<file path="src/rtl/sw_debounce_pkg.sv">
// sw_debounce_pkg: shared debounce constants and counter-width helper
package sw_debounce_pkg;

    // Short stability window so simulations settle in a handful of cycles
    localparam int SIM_STABLE = 4;

    // 20 ms at 50 MHz on the board
    localparam int BOARD_STABLE = 1000000;

    // Board counter width: 2**20 > BOARD_STABLE-1
    localparam int BOARD_CNT_W = 20;

    // Smallest width whose range covers 0..stable-1 (never below 1 bit)
    function automatic int cnt_width(input int stable);
        return (stable <= 2) ? 1 : $clog2(stable);
    endfunction

endpackage

</file>
<file path="src/rtl/sw_debounce_bit.sv">
// sw_debounce_bit: synchronizer, stability counter and edge strobes for one switch
module sw_debounce_bit
    import sw_debounce_pkg::*;
#(
    parameter int STABLE_CYCLES = SIM_STABLE,
    parameter int CNT_W         = cnt_width(SIM_STABLE)
) (
    input  logic io_clk,
    input  logic resetn,
    input  logic raw,
    output logic clean,
    output logic rise,
    output logic fall,
    output logic accept
);

    localparam logic [CNT_W-1:0] LAST = CNT_W'(STABLE_CYCLES - 1);

    logic             s1;
    logic             s2;
    logic [CNT_W-1:0] cnt;

    // Acceptance happens on the cycle the synchronized input has differed long enough
    assign accept = (s2 != clean) && (cnt == LAST);

    // Synchronize, count consecutive differing cycles, then adopt the new level
    always_ff @(posedge io_clk) begin
        if (!resetn) begin
            s1    <= 1'b0;
            s2    <= 1'b0;
            cnt   <= '0;
            clean <= 1'b0;
            rise  <= 1'b0;
            fall  <= 1'b0;
        end else begin
            s1    <= raw;
            s2    <= s1;
            cnt   <= (s2 == clean || accept) ? '0 : cnt + 1'b1;
            clean <= accept ? s2 : clean;
            rise  <= accept & s2;
            fall  <= accept & ~s2;
        end
    end

endmodule

</file>
<file path="src/rtl/sw_debounce.sv">
// sw_debounce: per-bit switch debouncing with a CPU-clearable sticky change flag
module sw_debounce
    import sw_debounce_pkg::*;
#(
    parameter int WIDTH         = 10,
    parameter int STABLE_CYCLES = BOARD_STABLE,
    parameter int CNT_W         = BOARD_CNT_W
) (
    input  logic             io_clk,
    input  logic             resetn,
    input  logic [WIDTH-1:0] sw_raw,
    input  logic             chg_clr,
    output logic [WIDTH-1:0] sw_clean,
    output logic [WIDTH-1:0] sw_rise,
    output logic [WIDTH-1:0] sw_fall,
    output logic             sw_changed
);

    logic [WIDTH-1:0] accept;

    for (genvar i = 0; i < WIDTH; i++) begin : g_bit
        sw_debounce_bit #(
            .STABLE_CYCLES(STABLE_CYCLES),
            .CNT_W        (CNT_W)
        ) u_bit (
            .io_clk(io_clk),
            .resetn(resetn),
            .raw   (sw_raw[i]),
            .clean (sw_clean[i]),
            .rise  (sw_rise[i]),
            .fall  (sw_fall[i]),
            .accept(accept[i])
        );
    end

    // Sticky flag set alongside any strobe; a new acceptance beats a same-cycle clear
    always_ff @(posedge io_clk) begin
        if (!resetn) sw_changed <= 1'b0;
        else         sw_changed <= (|accept) | (sw_changed & ~chg_clr);
    end

endmodule

</file>
<file path="config.mk">
export PLATFORM = sky130hd
export DESIGN_NAME = sw_debounce
export DESIGN_NICKNAME = d
export VERILOG_FILES = /design/src/rtl/sw_debounce_pkg.sv /design/src/rtl/sw_debounce_bit.sv /design/src/rtl/sw_debounce.sv
export SDC_FILE = /design/constraint.sdc
export NUM_CORES = 1
export LEC_CHECK = 0
export ABC_AREA = 1
export CORE_MARGIN = 8
export CORE_UTILIZATION = 50
export DETAILED_ROUTE_END_ITERATION = 10
export PLACE_DENSITY = 0.7
export SYNTH_ARGS = -nofsm -noshare
export SYNTH_HDL_FRONTEND = slang
export SYNTH_HIERARCHICAL = 1
export SYNTH_SLANG_ARGS = --single-unit
export TNS_END_PERCENT = 20
</file>
<file path="constraint.sdc">
create_clock -name io_clk -period 1.31 [get_ports io_clk]
set_input_delay 0.1965 -clock io_clk [delete_from_list [all_inputs] [get_ports io_clk]]
set_output_delay 0.1965 -clock io_clk [all_outputs]
set_load 0.01 [all_outputs]
</file>
==> impl_metrics.env <==
export IMPL_syn_to_final_growth_pct=43.7
export IMPL_p_leak_nw=6.53
export IMPL_max_cap_violations=0
export IMPL_die_x_um=174
export IMPL_run_status="finished, violations left"
export IMPL_synth_cell_types=24
export IMPL_cp_start_kind="register"
export IMPL_wirelength_um=31500
export IMPL_cts_root_buffer="clkbuf_16"
export IMPL_wire_per_inst_um=13.3
export IMPL_min_path_type="primary input to register"
export IMPL_drv_slew=0
export IMPL_yosys_warnings=6
export IMPL_post_dp_cell_area_um2=15100
export IMPL_drc=0
export IMPL_portBuffers=43
export IMPL_worst_slew_pin_slew_ps=464
export IMPL_setup_viol=79
export IMPL_synth_simple_area_share_pct=40.3
export IMPL_arrival_ps=1890
export IMPL_cp_data_required_time_ps=1780
export IMPL_cts_buffers=28
export IMPL_cts_sink_count=251
export IMPL_clock_skew_ps=9.84
export IMPL_grt_pass1_vias=11300
export IMPL_layout_commonest_cell="nand2_1"
export IMPL_ys_seq_area_share_pct=40.5
export IMPL_p_per_area_nw_per_um2=896
export IMPL_synthCells=1674
export IMPL_synth_area_top_cells="dfxtp_1 40%, nand2_1 12%, nor2_1 7.7%, nor2_2 7.6%, inv_1 4.6%"
export IMPL_grt_pass1_wl_um=48700
export IMPL_nFillCells=1760
export IMPL_slew_headroom_pct=69.0
export IMPL_dp_cells=2278
export IMPL_r2r_cells=10
export IMPL_muxShareOfSynthArea_pct=0
export IMPL_vias=11800
export IMPL_grt_use_total_pct=18.3
export IMPL_dp_slack_ps=-252
export IMPL_synth_compound_area_share_pct=3.67
export IMPL_drive_above_1_share_pct=43.8
export IMPL_finalSetupTns_ps=-2260
export IMPL_setup_ws_ps=-106
export IMPL_final_cell_mix="367 x nand2_1, 239 x buf_4, 184 x nor2_2, 180 x nor2_1, 156 x dfxtp_1"
export IMPL_ir_drop_mv=1.04
export IMPL_hold_depth=4
export IMPL_yosysTopAreaCell="dfxtp_1"
export IMPL_yosys_register_bits=251
export IMPL_path_max_fanout=2
export IMPL_cts_tree="done"
export IMPL_dieArea_um2=30100
export IMPL_period_needed_ps=1420
export IMPL_fmax_mhz=706
export IMPL_synth_area_um2=12400
export IMPL_grt_antenna_before_repair=0
export IMPL_synth_fa_ha_area_share_pct=1.01
export IMPL_overflow=0
export IMPL_final_cell_area_um2=17800
export IMPL_synth_nets=1697
export IMPL_violations="negative setup slack"
export IMPL_fp_coreArea_um2=24400
export IMPL_insertion_delay_ps=540
export IMPL_ios=44
export IMPL_rsz0062_at_grt="yes"
export IMPL_yosysTopAreaCellShare_pct=40.5
export IMPL_synth_top_family_by_area="simple AND/OR/NAND/NOR gates"
export IMPL_die_h_um=174
export IMPL_post_route_util_pct=73.2
export IMPL_first_pass_iters=5
export IMPL_critical_path_class="register to register"
export IMPL_place_congestion=0.883
export IMPL_grt_max_degree=20
export IMPL_start_util_pct=50.9
export IMPL_cts_max_level=1
export IMPL_hpwl_um=19700
export IMPL_fin_cells=2369
export IMPL_drt_initial_drc_count=858
export IMPL_hold_viol=0
export IMPL_ant_nets=0
export IMPL_antennaDiodeCount=0
export IMPL_cts_clk_slew_worst_paths_ps=60
export IMPL_viasPerCell=4.99
export IMPL_avgSynthCellArea_um2=7.42
export IMPL_cts_hold_buf=0
export IMPL_final_nets=2047
export IMPL_rows=57
export IMPL_whs_ps=84.7
export IMPL_fin_total_pwr_mw=16.0
export IMPL_endpoint_kind="register"
export IMPL_cts_path_max_buffers=3
export IMPL_synthXorXnorAreaFrac_pct=7.76
export IMPL_post_route_period_util_pct=108
[cell usage after synthesis]
master / n
nand2_1: 403
nor2_1: 256
dfxtp_1: 251
inv_1: 152
nor2_2: 150
nand3_1: 90
a21oi_1: 61
xnor2_1: 60
xor2_1: 50
nand3_2: 40
or2_0: 30
o21bai_1: 20
buf_12: 10
clkinv_1: 10
ha_1: 10
inv_2: 10
nand2_4: 10
nand3b_1: 10
nand4_1: 10
nor2_4: 10
nor3_1: 10
nor3b_1: 10
or2_2: 10
and2_0: 1
[flip-flops by register name, indices dropped and copies added (netlist names)]
signal             count
g_bit.u_bit/cnt      200
g_bit.u_bit/fall      10
sw_changed             1
g_bit.u_bit/s1        10
g_bit.u_bit/s2        10
g_bit.u_bit/rise      10
g_bit.u_bit/clean     10
[where the power goes]
group	switching, mW	internal (mW)
Clock	3.21	4.75
Sequential	0.0260	7.65
Combinational	0.206	0.148
Total	3.44	12.6
[cells by family after synthesis]
logic type               after synthesis
XOR/XNOR                             110
buffers and inverters                182
AND/OR/NAND/NOR                     1040
flip-flops                           251
AO/OA/AOI/OAI                         81
adder cells (fa/ha/maj)               10
[critical path, cell delays in order, from the launching register on]
cell	delay, ps
dfxtp_1	360
nand2_1	70
inv_1	60
nand2_1	140
nor3_4	240
nand3_2	100
inv_1	70
nor2_1	40
nand2_1	90
nor2_2	50
a21oi_2	120
[cell type report]
| class | instances | area [um^2] | share of cell area, % |
|---|---|---|---|
| timing repair buffer | 317 | 2580 | 14.5 |
| multi-input combinational | 1254 | 8080 | 45.3 |
| inverter | 172 | 671 | 3.76 |
| clock buffer | 35 | 768 | 4.30 |
| tap | 324 | 405 | 2.27 |
| sequential | 251 | 5170 | 28.9 |
| clock inverter | 16 | 175 | 0.981 |
[metal layers]
layer | vias to the layer above | wire [um] | track usage [%]
li1 | 5943 | - | -
met3 | 97 | 1320 | 2.96
met1 | 5499 | 13500 | 22.0
met2 | 288 | 15700 | 33.0
met4 | 0 | 1030 | 5.24
met5 | - | 0 | 0
[worst paths after layout]
check	to	from	slack, ps
worst max-delay path	sw_changed	g_bit[1].u_bit/cnt[18]	-110
worst min-delay path	g_bit[9].u_bit/s1	resetn	80
worst max register to register	sw_changed	g_bit[1].u_bit/cnt[18]	-110
worst min register to register	g_bit[4].u_bit/s2	g_bit[4].u_bit/s1	410
[timing repair]
| action | CTS | global route |
|---|---|---|
| gates resized for setup | 217 | 328 |
| gates cloned | 3 | 10 |
| setup endpoints to repair | 211 | 241 |
| pin swaps | 35 | 117 |
| buffers inserted | 15 | 20 |
(Power assumes the default switching activity.)
